**src/rtl/stopwatch_display_pkg.sv**
```systemverilog
// Shared types and constants for the stopwatch display back end.
// Provides the scan index type, the converter FSM states, active-low 7-segment
// patterns (a..g, MSB = a), input limits and a digit-to-segment decoder.
package stopwatch_display_pkg;

  typedef logic [1:0] digit_idx_t;

  typedef enum logic [1:0] {
    IDLE   = 2'd0,
    SHIFT  = 2'd1,
    COMMIT = 2'd2
  } state_t;

  localparam logic [6:0] SEG_0    = 7'b0000001;
  localparam logic [6:0] SEG_1    = 7'b1001111;
  localparam logic [6:0] SEG_2    = 7'b0010010;
  localparam logic [6:0] SEG_3    = 7'b0000110;
  localparam logic [6:0] SEG_4    = 7'b1001100;
  localparam logic [6:0] SEG_5    = 7'b0100100;
  localparam logic [6:0] SEG_6    = 7'b0100000;
  localparam logic [6:0] SEG_7    = 7'b0001111;
  localparam logic [6:0] SEG_8    = 7'b0000000;
  localparam logic [6:0] SEG_9    = 7'b0000100;
  localparam logic [6:0] SEG_DASH = 7'b1111110;

  localparam logic [7:0] MAX_MIN = 8'd99;
  localparam logic [7:0] MAX_SEC = 8'd59;

  // Non-decimal nibbles can only come from out-of-range operands, which are
  // replaced by dashes anyway, so they fall back to the dash pattern.
  function automatic logic [6:0] seg_encode(input logic [3:0] d);
    case (d)
      4'd0:    return SEG_0;
      4'd1:    return SEG_1;
      4'd2:    return SEG_2;
      4'd3:    return SEG_3;
      4'd4:    return SEG_4;
      4'd5:    return SEG_5;
      4'd6:    return SEG_6;
      4'd7:    return SEG_7;
      4'd8:    return SEG_8;
      4'd9:    return SEG_9;
      default: return SEG_DASH;
    endcase
  endfunction

endpackage

```
**src/rtl/stopwatch_display_bin2bcd.sv**
```systemverilog
// Sequential double-dabble: 8-bit binary to tens/ones BCD, one bit per step.
// Ports: clk, rst (sync, active-high), start (load bin, clear BCD), step
// (adjust+shift), bin in; tens/ones out. Result valid 8 steps after start; no backpressure.
module bin2bcd_seq (
  input  logic       clk,
  input  logic       rst,
  input  logic       start,
  input  logic       step,
  input  logic [7:0] bin,
  output logic [3:0] tens,
  output logic [3:0] ones
);

  logic [7:0] bin_q;
  logic [3:0] tens_adj;
  logic [3:0] ones_adj;

  assign ones_adj = (ones >= 4'd5) ? ones + 4'd3 : ones;
  assign tens_adj = (tens >= 4'd5) ? tens + 4'd3 : tens;

  always_ff @(posedge clk) begin
    if (rst) begin
      bin_q <= '0;
      tens  <= '0;
      ones  <= '0;
    end else if (start) begin
      bin_q <= bin;
      tens  <= '0;
      ones  <= '0;
    end else if (step) begin
      // Hundreds digit is never needed for legal inputs, so the bit shifted
      // out of the tens nibble is simply discarded.
      {tens, ones, bin_q} <= {tens_adj[2:0], ones_adj, bin_q, 1'b0};
    end
  end

endmodule

```
**src/rtl/stopwatch_display.sv**
```systemverilog
// MM.SS display driver: latches minutes/seconds on sample, converts to BCD and
// scans a 4-digit common-anode 7-segment display. Commit 9 cycles after sample;
// sample while busy is dropped. Ports: clk, rst, minutes, seconds, sample in;
// busy, done, an, seg, dp out (an/seg/dp active-low, registered).
import stopwatch_display_pkg::*;

module stopwatch_display #(
  parameter int REFRESH_DIV = 50000
) (
  input  logic       clk,
  input  logic       rst,
  input  logic [7:0] minutes,
  input  logic [7:0] seconds,
  input  logic       sample,
  output logic       busy,
  output logic       done,
  output logic [3:0] an,
  output logic [6:0] seg,
  output logic       dp
);

  localparam int CW = (REFRESH_DIV > 1) ? $clog2(REFRESH_DIV) : 1;
  localparam logic [CW-1:0] REF_LAST = CW'(REFRESH_DIV - 1);

  state_t     state;
  state_t     state_nxt;
  logic       conv_start;
  logic       conv_step;
  logic       commit;
  logic [2:0] shift_cnt;
  logic [7:0] min_q;
  logic [7:0] sec_q;
  logic [3:0] min_tens, min_ones, sec_tens, sec_ones;

  // Display digits, index 0 = seconds ones ... index 3 = minutes tens.
  logic [3:0][3:0] digits;
  logic            dash;

  logic [CW-1:0] ref_cnt;
  digit_idx_t    idx;

  // ---------------- conversion FSM ----------------
  always_ff @(posedge clk) begin
    if (rst) state <= IDLE;
    else     state <= state_nxt;
  end

  always_comb begin
    state_nxt  = state;
    conv_start = 1'b0;
    conv_step  = 1'b0;
    commit     = 1'b0;
    case (state)
      IDLE: begin
        if (sample) begin
          conv_start = 1'b1;
          state_nxt  = SHIFT;
        end
      end
      SHIFT: begin
        conv_step = 1'b1;
        if (shift_cnt == 3'd7) state_nxt = COMMIT;
      end
      COMMIT: begin
        commit    = 1'b1;
        state_nxt = IDLE;
      end
      default: state_nxt = IDLE;
    endcase
  end

  assign busy = (state != IDLE);

  always_ff @(posedge clk) begin
    if (rst) begin
      shift_cnt <= '0;
      min_q     <= '0;
      sec_q     <= '0;
      done      <= 1'b0;
      digits    <= '0;
      dash      <= 1'b0;
    end else begin
      done <= commit;
      if (conv_start) begin
        min_q     <= minutes;
        sec_q     <= seconds;
        shift_cnt <= '0;
      end else if (conv_step) begin
        shift_cnt <= shift_cnt + 3'd1;
      end
      // All four digits and the dash flag change together so the scanner
      // never shows a mix of old and new values.
      if (commit) begin
        digits <= {min_tens, min_ones, sec_tens, sec_ones};
        dash   <= (min_q > MAX_MIN) || (sec_q > MAX_SEC);
      end
    end
  end

  bin2bcd_seq u_min_bcd (
    .clk   (clk),
    .rst   (rst),
    .start (conv_start),
    .step  (conv_step),
    .bin   (minutes),
    .tens  (min_tens),
    .ones  (min_ones)
  );

  bin2bcd_seq u_sec_bcd (
    .clk   (clk),
    .rst   (rst),
    .start (conv_start),
    .step  (conv_step),
    .bin   (seconds),
    .tens  (sec_tens),
    .ones  (sec_ones)
  );

  // ---------------- scanner ----------------
  always_ff @(posedge clk) begin
    if (rst) begin
      ref_cnt <= '0;
      idx     <= '0;
      an      <= 4'b1110;
      seg     <= SEG_0;
      dp      <= 1'b1;
    end else begin
      if (ref_cnt == REF_LAST) begin
        ref_cnt <= '0;
        idx     <= idx + 2'd1;
      end else begin
        ref_cnt <= ref_cnt + CW'(1);
      end
      // Pins follow the index register one cycle later.
      an  <= ~(4'b0001 << idx);
      seg <= dash ? SEG_DASH : seg_encode(digits[idx]);
      dp  <= (idx != 2'd2);
    end
  end

endmodule

```
**config.mk**
```make
export PLATFORM = sky130hd
export DESIGN_NAME = stopwatch_display
export DESIGN_NICKNAME = d
export VERILOG_FILES = /design/src/rtl/stopwatch_display_pkg.sv /design/src/rtl/stopwatch_display_bin2bcd.sv /design/src/rtl/stopwatch_display.sv
export SDC_FILE = /design/constraint.sdc
export NUM_CORES = 1
export LEC_CHECK = 0
export BUFFER_PORTS_ARGS = -buffer_cell sky130_fd_sc_hd__buf_2
export CAP_MARGIN = 20
export CORE_ASPECT_RATIO = 1.75
export CORE_MARGIN = 1
export CORE_UTILIZATION = 50
export CTS_CLUSTER_SIZE = 10
export DETAILED_ROUTE_END_ITERATION = 10
export GPL_ROUTABILITY_DRIVEN = 1
export MAX_ROUTING_LAYER = met4
export PLACE_DENSITY = 0.78
export SLEW_MARGIN = 20
export SYNTH_ARGS = -nofsm -noshare
export SYNTH_HDL_FRONTEND = slang
export SYNTH_SLANG_ARGS = --single-unit
```
**constraint.sdc**
```tcl
create_clock -name clk -period 3 [get_ports clk]
set_input_delay 0.9 -clock clk [delete_from_list [all_inputs] [get_ports clk]]
set_output_delay 0.9 -clock clk [all_outputs]
set_load 0.005 [all_outputs]
```
# Word-level counts from Yosys, hierarchy flattened
# Memory sizes are Yosys's and may differ from the RTL's.
# Index checks and enable logic that the tools add are counted.
# totals
regBits,101
mem_bits_ro,112
wordCells,70
mem_count,1
# mem_list
name,depth,word_bits,rd,rd_clocked_by_memory_dff,write_ports,line,rtl
(no name shown),16,7,1,0,0,stopwatch_display_pkg.sv:32,case (d)
# classes
addsub,7
n_lt_le_gt_ge,7
n_eq_ne,7
shift,1
muxes,18
bitwise,1
n_reduce_logical,7
# op_table
cell,n
$mux 8,4
$add 16x1->16 const B,1
$eq 16x16->1 const B,1
$ge 4x3->1 const B,4
$mux 4,3
$add 4x2->4 const B,2
$bmux 4 s2,1
$gt 8x6->1 const B,1
$gt 8x7->1 const B,1
$mux 7,1
$add 3x2->3 const B,2
$mux 3,2
$ne 2x2->1 const B,3
$mux 1,4
$mux 2,2
$not 4->4,1
$pmux 2 s2,1
$reduce_bool 2->1,2
$reduce_or 2->1,2
$shl 1x2->4 const A,1
$add 3x1->3 const B,1
$eq 3x3->1 const B,1
$lt 2x3->1 const B,1
$add 2x1->2 const B,1
other kinds (5),5

# Longest topological paths before layout
# Gate-level depths: netlist of the first run.
# logic_depth
ltp_word,4
mapped_depth,8

# Modules after synthesis
# From an unflattened synthesis of the first run, not the netlist that was laid out.
# hier_totals
cells_unflattened,501
hier_area_um2,4488.1
# modules_own_cells
mod,n_inst,cells_per_inst,area_per_inst_um2,seq_area_each_um2
stopwatch_display,1,303,2691.3,1281.2
bin2bcd_seq,2,99,898.4,320.3

# Least setup slack after synthesis of the first run
# OpenSTA, ideal clock, no wires.
# synth_path
kind,register to register
from,reg idx[0]
to,reg seg[5]
setup_time_ns,0.128
arrival_ns,1.765
t_required_ns,2.872
slack_ns,1.107
stages_incl_launch_ff,9
n_path_buf,1
period_less_slack_ns,1.893
cell_sequence,dfxtp_1 -> buf_6 -> mux4_1 -> inv_1 -> ha_1 -> a21oi_1 -> nor2_1 -> nor2_1 -> nor2_1
# synth_via
elab_chain_len,4
# synth_lines
element,line,rtl
start: declaration,stopwatch_display.sv:40,digit_idx_t idx;
start signal: assignment,stopwatch_display.sv:131,idx <= idx + 2'd1;
$bmux 4 s2,stopwatch_display.sv:137,seg <= dash ? SEG_DASH : seg_encode(digits[idx]);
$mux 4 (implied by the code),stopwatch_display.sv:137,
$mem_v2 16x7,-,
$mux 7,stopwatch_display.sv:137,
end signal: assignment,stopwatch_display.sv:137,
end: declaration,stopwatch_display.sv:18,"output logic [6:0] seg,"
# No other way between the ends. The select of a mux whose other input is x is not followed.
# A chain may end at the register's enable or synchronous reset.

# Final worst setup path of the first run
# Ends and elaborated chain as after synthesis.

==> results of run 1 <==
## worst register-to-register path: cells and delay by family (launching register included)
kind | cells | cell delay, ps
AO/OA/AOI/OAI | 1 | 140
adder cells (fa/ha/maj) | 1 | 280
buffers and inverters | 1 | 190
flip-flops | 1 | 510
multiplexers | 1 | 700
AND/OR/NAND/NOR | 3 | 190
## per-stage QoR
stage	std cells	hold slack [ps]	setup slack, ps
after floorplan	487	417.5	1107
after global placement	588	436.3	891.0
after detailed placement	588	447.1	839.2
final	604	455.5	887.7
after CTS	604	456.7	876.2
after global routing	604	473.7	718.2
## logic make-up (layout without fill, tap and decap cells)
logic type               Yosys count  in the layout  share of synthesized area [%]
flip-flops                        96             96                          46.89
adder cells (fa/ha/maj)           22             22                          6.715
XOR/XNOR                          21             21                          4.487
buffers and inverters             43             70                          4.396
AO/OA/AOI/OAI                     89             89                          11.97
multiplexers                       8              8                          3.388
AND/OR/NAND/NOR                  208            208                          22.16
## per-layer routing
metal / track usage [%] / up-vias
met4: 8.250 / 0
met3: 4.384 / 11
met1: 20.55 / 1527
met2: 37.02 / 45
met5: - / -
li1: - / 1655
## state kept, by name (all words and copies together), names as in the netlist
| signal | cells |
|---|---|
| ref_cnt | 16 |
| u_min_bcd.bin_q | 8 |
| u_sec_bcd.ones | 4 |
| digits | 16 |
| u_min_bcd.ones | 4 |
| seg | 7 |
| sec_q | 6 |
| u_sec_bcd.tens | 4 |
| state | 2 |
| dash | 1 |
| an | 4 |
| idx | 2 |
| done | 1 |
| u_min_bcd.tens | 4 |
| u_sec_bcd.bin_q | 8 |
| min_q | 6 |
| shift_cnt | 3 |
## cell usage in the layout, fill, tap and decap left out, types with 2 or more instances in the layout
cell type	netlist	routed
nor3_1	5	5
inv_1	16	16
nor2_1	41	41
a31oi_1	14	14
mux2i_1	3	3
mux4_2	3	3
nand2_1	118	118
and3_1	2	2
xnor2_1	13	13
clkinvlp_4	0	3
nor2b_1	4	3
nand3_1	9	9
buf_4	1	5
o21ai_0	10	10
nand4_1	4	4
or3_1	2	2
dfxtp_1	96	96
bufinv_16	0	2
nand2b_1	11	11
xor2_1	8	8
a21oi_1	59	59
buf_2	6	32
ha_1	22	22
and2_1	3	3
clkbuf_16	0	9
## cell type report
cell class | instances | area share, %
tap | 90 | 2.434
clock buffer | 10 | 5.166
sequential | 96 | 41.55
clock inverter | 6 | 1.975
multi-input combinational | 348 | 43.22
timing repair buffer | 37 | 4.274
inverter | 17 | 1.379
## worst paths after layout
path            start        to  slack [ps]  cells past startpoint
max reg2reg    idx[0]    seg[5]         890                      7
min reg2reg  sec_q[4]  sec_q[4]         460                      2
min          sec_q[4]  sec_q[4]         460                      2
max            idx[0]    seg[5]         890                      7
## where the power goes
part / switching, mW / internal, mW / leakage [nW]
Clock: 0.488 / 0.756 / 0.151
Sequential: 0.0181 / 1.31 / 0.779
Combinational: 0.0860 / 0.0427 / 0.815
==> metrics.md, run 1 <==
| Metric | Value |
|---|---|
| Status | complete, no violations |
| Setup CP Type | reg2reg |
| Count leader, synth | nand2_1 |
| Final hold violations | 0 |
| Clock sinks | 96 |
| Post-synth top area cell | dfxtp_1 |
| Total Wirelength | just under 8 mm |
| Tot GR Track Use | 20.24% |
| Clock Path Buffers | 2 |
| Setup Total Neg Slack | 0 ps |
| Total power | 2.696 mW |
| Number of setup violations in the final report | 0 |
| Via density | 5.361 |
| Ys flop type | dfxtp_1 |
| Top Layer Used | met4 |
| Leakage | roughly 1.7 nW |
| Reg clk slew, reported paths | 70 ps |
| Final period utilization | 70.41% |
| # DRC | 0 |
| Multi-input logic area | 1999 um^2 |
| FF+latch count, synth | 96 |
| CTS Hold Buffers Added | 0 |
| Seq/Total Area, Yosys | roughly 47% |
| Worst path cell trace | mux4_1, inv_1, ha_1, a21oi_1, nor2_1, nor2_1, nor2_1 |
| Worst-Skew Late Latency | 340 ps |
| Fmax | 0.4734 GHz |
| Power Density | between 500 and 600 nW/um^2 |
| Clock Skew | approximately 5.4 ps |
| Hold Crit Class | reg2reg |
| Layout cells sized above 1 | 12.84% |
| Max Cap Viol | 0 |
| Post-Route M1 WL | about 3.2 mm |
| Met2 wire length | 4.406 mm |
| CP Data Required Time | 3230 ps |
| Initial antenna violation count | 0 |
| Crit path launch type | register |
| CTS tree | yes |
| Gr ovfl total | 0 |
| Crit path largest cell delay | 690 ps |
| Worst IR Drop VDD | approximately 390 uV |
| Post-synth top cells | nand2_1 (118), dfxtp_1 (96), a21oi_1 (59) |
| 1st-iter DRT viols | 111 |
| Top post-synthesis cells by area | dfxtp_1 (47%), nand2_1 (11%), a21oi_1 (7.2%), ha_1 (6.7%), nor2_1 (3.8%) |
| Global-route wire length before repair | 13.39 mm |
| Unrepaired setup endpoints after global routing | false |
| CP Buf/Inv Count | 1 |
| DR pass1 iterations | 4 |
| Count of different cell masters after synthesis | 43 |
| Area Growth Syn to Fin | 12.85% |
| CP arrival | 2340 ps |
| Minimum clock period | 2112 ps |
| Core area | 7909 um^2 |
| Full die area | approximately 8600 um^2 |
| Max Fanout on Critical Path | 7 |
| Syn nets | 528 |
| Synth warn | 0 |
| Final #Nets | 550 |
| Cts bufs inserted | 9 |
| Crit-path most repeated cell | nor2_1 |
| # diodes | 0 |
| Slew headroom | 44.92% |
| CP delay by family, top | multiplexers |
| Number of synthesized flops with an enable pin | 0 |
| Clock root buffer | clkbuf_16 |
| H-tree depth | 3 |
| Std-Cell Rows | 43 |
| Setup bufs post-CTS | 0 |
| Worst Setup End Kind | register |
| DR WL met3 | 226 um |
| Measured slew at the worst slew-check pin | 822.5 ps |
| Hpwl dp | 5.551 mm |
| Synthesized instance count | 487 |
| IO Port Bufs | 32 |
| Mapped Area | 4099 um^2 |
| Core Util, Final | between 50% and 60% |
| Die Ht | between 100 and 150 um |
| Antenna-violating nets left | 0 |
| Placement Cell Area | around 4300 um^2 |
| Largest net degree at the start of global routing | 36 |
| PostCTS Resize Cnt | 0 |
| Via count | 3238 |
| IO Pins | 33 |
| Initial Util | between 50 and 60% |
| Post-layout instance area | roughly 4600 um^2 |
| Share of the synthesized area in the top cell type | 46.89% |
| Mapped Avg Cell Area | roughly 8.4 um^2 |
| GP Congestion | 0.8251 |
| Crit path max-delay cell type | mux4_1 |
| Vias in the first global route | 3109 |
| FFs w/ async S/R, synth | 0% |
| Sequential cell area | 1922 um^2 |
| Die Span X | 70.45 um |
| Fillers | slightly below 700 |
| WL/cell | 13.17 um |
| Max Transition Viols Final | 0 |
(Power assumes the default switching activity.)
==> run 2, diff against run 1 <==
==> constraint.sdc (replaced) <==
create_clock -name clk -period 2.1 [get_ports clk]
set_input_delay 0.63 -clock clk [delete_from_list [all_inputs] [get_ports clk]]
set_output_delay 0.63 -clock clk [all_outputs]
set_load 0.005 [all_outputs]
==> run 2 against run 1 <==
- flip-flop and latch count stayed put
- clock skew is 2.1 ps higher
- non-clock buffer count is 6 higher
- critical path depth stayed put
- clock power is 37% higher
- routed wire length is 2.2% higher
- critical path type unchanged
==> metrics.md, run 2 (same netlist as run 1, synthesis figures left out) <==
| Metric | Value |
|---|---|
| Max Transition Viols Final | 0 |
| WL/cell | 13.32 um |
| Unrepaired setup endpoints after global routing | false |
| DR pass1 iterations | 5 |
| Crit-path most repeated cell | nor2_1 |
| Pint | 2.986 mW |
| CTS tree | yes |
| Power Density | 813.6 nW/um^2 |
| Max Fanout on Critical Path | 6 |
| Full die area | 8578 um^2 |
| RR Startpoint | idx[0] |
| Hold Crit Endpoint | min_q[3] |
| Met2 Use GR | 38.69% |
| Largest regs | digits: 16 flops, ref_cnt: 16 flops |
| GP Congestion | a little over 0.8 |
| Max Cap Viol | 0 |
| Clock Path Buffers | 2 |
| Hpwl dp | 5.707 mm |
| Area Growth Syn to Fin | 13.58% |
| Setup CP Type | reg2reg |
| Die Ht | 121.8 um |
| # DRC | 0 |
| Clock Skew | 7.549 ps |
| Global-route wire length before repair | 14.02 mm |
| Crit path max-delay cell type | mux4_2 |
| Tot GR Track Use | 21.37% |
| Initial Util | 51.83% |
| Worst hold path startpoint | min_q[3] |
| Slew headroom | 58.16% |
| CP arrival | about 2200 ps |
| Minimum clock period | 1948 ps |
| Worst path cell trace | mux4_2, inv_1, ha_1, a21oi_1, nor2_1, nor2_1, nor2_1 |
| Clock sinks | 96 |
| Fillers | 668 |
| Largest net degree at the start of global routing | 33 |
| Sw Share | approximately a fifth |
| Initial antenna violation count | 0 |
| Std-Cell Rows | 43 |
| IO Port Bufs | 32 |
| Setup ws final | 151.9 ps |
| Number of setup violations in the final report | 0 |
| Worst-Skew Late Latency | 340 ps |
| Depth of the most critical reg-to-reg path | 7 |
| Critical path startpoint | idx[0] |
| Gr ovfl total | 0 |
| Worst IR Drop VDD | ~430 uV |
| Status | complete, no violations |
| 1st-iter DRT viols | about 170 |
| Die Span X | approximately 70 um |
| Via count | ~3300 |
| Final hold violations | 0 |
| Total power | 3.788 mW |
| Vias in the first global route | around 3200 |
| GRT Max-Usage Layer | met2 |
| Leakage | 1.776 nW |
| Setup Total Neg Slack | 0 ps |
| Crit path launch type | register |
| CP Data Required Time | 2330 ps |
| R2r setup slk | 150 ps |
| Hold Crit Depth | 2 |
| Core area | 7909 um^2 |
| H-tree depth | 3 |
| Met3 usage | 4.715% |
| Combinational power share | 5.2% |
| # diodes | 0 |
| Via density | 5.400 |
| Reg clk slew, reported paths | 60 ps |
| Antenna-violating nets left | 0 |
| Measured slew at the worst slew-check pin | 627.5 ps |
| Crit path largest cell delay | between 600 and 700 ps |
| Most common cell after layout, fill and taps aside | nand2_1 |
| Final #Nets | roughly 560 |
| Final period utilization | 92.77% |
| Crit Reg-Reg Endpoint | seg[5] |
| Total Wirelength | between 8 and 9 mm |
| Worst Setup End Kind | register |
| Clock root buffer | clkbuf_16 |
| Layout cells sized above 1 | 14.04% |
| Hold Crit Class | reg2reg |
| Cts bufs inserted | 9 |
| Pre-CTS setup slack | 75.05 ps |
| Most frequent cells in the layout | nand2_1 (118), dfxtp_1 (96), a21oi_1 (59) |
| IO Pins | 33 |
| Sw power | ~800 uW |
| CTS Hold Buffers Added | 0 |
| Fmax | 0.5133 GHz |
| Power share of the clock group | between 40% and 50% |
| Seq pwr share | 49.9% |
| Core Util, Final | approximately three fifths |
| Met1 GRT Util | 21.56% |
| Hold Slack | 455.9 ps |
-- run 2: worst max-delay path by stage --
stage	slack (ps)	end
after floorplan	210	seg[5]
after detailed placement	80	seg[5]
after global routing	30	seg[5]
final	150	seg[5]
after global placement	180	seg[5]
after CTS	50	seg[5]
-- run 2: timing repair --
item | 4_1_cts | 5_1_grt
endpoints found under the setup margin | 0 | 2
gates resized for setup | 0 | 2
setup buffers | 0 | 0
-- run 2: final cells by class --
cell class / instances / area (um^2) / share of cell area, %
Multi-Input combinational cell: 348 / 1996 / 42.86
Sequential cell: 96 / 1922 / 41.28
Clock buffer: 14 / 284.0 / 6.100
Timing Repair Buffer: 43 / 242.7 / 5.214
Tap cell: 90 / 112.6 / 2.419
Inverter: 17 / 63.81 / 1.371
Clock inverter: 2 / 35.03 / 0.7525
-- run 2: power by group through the flow --
| stage | clock network (mW) | logic, mW | registers (mW) |
|---|---|---|---|
| 2_1_floorplan | 0 | 0.137 | 1.92 |
| 3_3_place_gp | 0 | 0.191 | 1.93 |
| 3_5_place_dp | 0 | 0.196 | 1.93 |
| 4_1_cts | 1.73 | 0.197 | 1.89 |
| 5_1_grt | 1.81 | 0.221 | 1.90 |
| 6_report | 1.70 | 0.197 | 1.89 |
-- run 2: per-layer routing --
layer  part of all wire (%)  vias up
met4                    2.2        0
met2                     54       63
met5                      0        -
met1                     40     1556
met3                    3.1       13
li1                       -     1662
-- run 2: worst max-delay path, delay by kind of cell (launching register included) --
family / cells / cell delay (ps)
muxes: 1 / 620
DFF: 1 / 440
adders and majority gates: 1 / 260
and+or+nand+nor: 3 / 230
AOI/OAI and AO/OA: 1 / 160
buffers and inverters: 1 / 130
-- run 2: per-stage QoR --
stage / instances / area (um^2)
2_1_floorplan: 487 / 4099
3_3_place_gp: 594 / 4340
3_5_place_dp: 594 / 4340
4_1_cts: 610 / 4659
5_1_grt: 610 / 4656
6_report: 610 / 4656
==> run 3, diff against run 2 <==
--- a/config.mk
+++ b/config.mk
@@ -8,13 +8,14 @@
 export BUFFER_PORTS_ARGS = -buffer_cell sky130_fd_sc_hd__buf_2
 export CAP_MARGIN = 20
 export CORE_ASPECT_RATIO = 1.75
-export CORE_MARGIN = 1
-export CORE_UTILIZATION = 50
+export CORE_MARGIN = 5
+export CORE_UTILIZATION = 48
 export CTS_CLUSTER_SIZE = 10
 export DETAILED_ROUTE_END_ITERATION = 10
 export GPL_ROUTABILITY_DRIVEN = 1
+export HOLD_SLACK_MARGIN = 0.15
 export MAX_ROUTING_LAYER = met4
-export PLACE_DENSITY = 0.78
+export PLACE_DENSITY = 0.76
 export SLEW_MARGIN = 20
 export SYNTH_ARGS = -nofsm -noshare
 export SYNTH_HDL_FRONTEND = slang
==> run 3 against run 2 <==
- fmax grew 0.13%
- global-route usage fell by 4.6 points
- flip-flop and latch count did not move
- via count shrank 2.4%
- cell count up 4.1%
- highest routed layer unchanged
- clock power down 7%
- critical path type unchanged
- register-to-register slack about the same
- power fell by 3.0%
- critical endpoint unchanged
- clock skew decreased by 3.8 ps
==> metrics.md, run 3 (same netlist as run 1, synthesis figures left out) <==
| Metric | Value |
|---|---|
| Status | complete, no violations |
| Post-Route M1 WL | 3.335 mm |
| Fmax | between 0.5 and 0.6 GHz |
| Antenna-violating nets left | 0 |
| Layout cells sized above 1 | 13.65% |
| CP Data Required Time | 2320 ps |
| Clock sinks | 96 |
| H-tree depth | 3 |
| Die Ht | between 100 and 150 um |
| Minimum clock period | 1946 ps |
| Worst-Skew Late Latency | 340 ps |
| Most common cell after layout, fill and taps aside | nand2_1 |
| CTS tree | yes |
| Clock root buffer | clkbuf_16 |
| Final period utilization | approximately 93% |
| Setup CP Type | reg2reg |
| Critical path startpoint | idx[0] |
| WL/cell | 12.62 um |
| Setup ws final | approximately 150 ps |
| Max Transition Viols Final | 0 |
| Fillers | 745 |
| Depth of the most critical reg-to-reg path | 7 |
| Max Cap Viol | 0 |
| Std-Cell Rows | 44 |
| IO Port Bufs | 32 |
| Worst Setup End Kind | register |
| Vias in the first global route | 3147 |
| Core area | between 8000 and 9000 um^2 |
| Max Fanout on Critical Path | 5 |
| CTS Hold Buffers Added | 0 |
| Hold Crit Class | reg2reg |
| Via count | 3216 |
| Initial antenna violation count | 0 |
| Area Growth Syn to Fin | 13.86% |
| Via density | about 5.1 |
| Pre-CTS setup slack | 167.0 ps |
| Cts bufs inserted | 9 |
| Hpwl dp | 5.677 mm |
| Crit Reg-Reg Endpoint | seg[5] |
| Crit path launch type | register |
| Crit path to | seg[5] |
| # DRC | 0 |
| Gr ovfl total | 0 |
| Clock Skew | 3.729 ps |
| Multi-input logic area | 1999 um^2 |
| Reg clk slew, reported paths | 60 ps |
| DR WL met3 | 203 um |
| 1st-iter DRT viols | 125 |
| Final hold violations | 0 |
| # diodes | 0 |
| Top Layer Used | met4 |
| Total Wirelength | ~8 mm |
| Unrepaired setup endpoints after global routing | false |
| Tot GR Track Use | 16.74% |
| PostCTS Resize Cnt | 0 |
| Final #Nets | between 500 and 600 |
| Setup bufs post-CTS | 0 |
| Placement Cell Area | ~4400 um^2 |
| Setup Total Neg Slack | 0 ps |
| DR pass1 iterations | 4 |
| Power Density | 787.0 nW/um^2 |
| Slew headroom | 59.79% |
| Global-route wire length before repair | roughly 14 mm |
| GP Congestion | just over 0.8 |
| Largest regs | digits: 16 flops, ref_cnt: 16 flops |
| CP arrival | 2170 ps |
| Most frequent cells in the layout | nand2_1 (118), dfxtp_1 (96), a21oi_1 (59) |
| Clock Path Buffers | 2 |
| Post-layout instance area | 4667 um^2 |
| Worst IR Drop VDD | 421.6 uV |
| Number of setup violations in the final report | 0 |
| Largest net degree at the start of global routing | 33 |
| Initial Util | 49.31% |
| Measured slew at the worst slew-check pin | 603.2 ps |
| Met2 wire length | 4.288 mm |
| Sequential cell area | 1922 um^2 |
| Die Span X | 79.86 um |
| RR Startpoint | idx[0] |
| Full die area | between 10000 and 15000 um^2 |
| IO Pins | 33 |
| Leakage | 1.772 nW |
| R2r setup slk | 150 ps |
run 3: cell count changes in the layout (fill, tap and decap cells not counted), sizes merged:
cell	change
buf	+1
clkbuf	-3
clkinv	+2
run 3: final cells by class:
class | instances | area share, %
multi-input combinational | 348 | 42.84
sequential | 96 | 41.18
timing repair buffer | 44 | 5.362
clock buffer | 11 | 5.201
tap | 115 | 3.083
inverter | 17 | 1.367
clock inverter | 4 | 0.9651
run 3: through the flow:
stage	hold WS, ps	total power [mW]	std cells	utilization, %
after detailed placement	442.3	2.128	620	52.68
after global routing	476.6	3.803	635	56.14
after CTS	456.5	3.707	635	56.14
after floorplan	417.5	2.061	487	-
final	454.9	3.673	635	56.14
after global placement	429.7	2.121	620	52.68
run 3: worst min-delay path by stage:
stage | startpoint | end | slack [ps] | cells after the start
after floorplan | ref_cnt[0] | ref_cnt[0] | 420 | 1
after global placement | ref_cnt[0] | ref_cnt[0] | 430 | 1
after detailed placement | ref_cnt[0] | ref_cnt[0] | 440 | 1
after CTS | ref_cnt[0] | ref_cnt[0] | 460 | 1
after global routing | min_q[7] | min_q[7] | 480 | 2
final | sec_q[7] | sec_q[7] | 450 | 2
run 3: power breakdown:
part           leakage (nW)  switching (mW)  internal [mW]
clock network         0.145           0.643          0.942
logic                 0.848           0.127         0.0705
registers             0.779          0.0251           1.87
total                  1.77           0.795           2.88
run 3: critical path, cell delays in order, from the launching register on:
cell	delay, ps
dfxtp_1	460
mux4_1	680
inv_1	120
ha_1	250
a21oi_1	130
nor2_1	50
nor2_1	100
nor2_1	40
run 3: metal layers:
| layer | vias to the layer above | track usage, % |
|---|---|---|
| li1 | 1662 | - |
| met3 | 16 | 3.967 |
| met2 | 41 | 29.44 |
| met1 | 1497 | 17.33 |
| met4 | 0 | 7.331 |
| met5 | - | - |
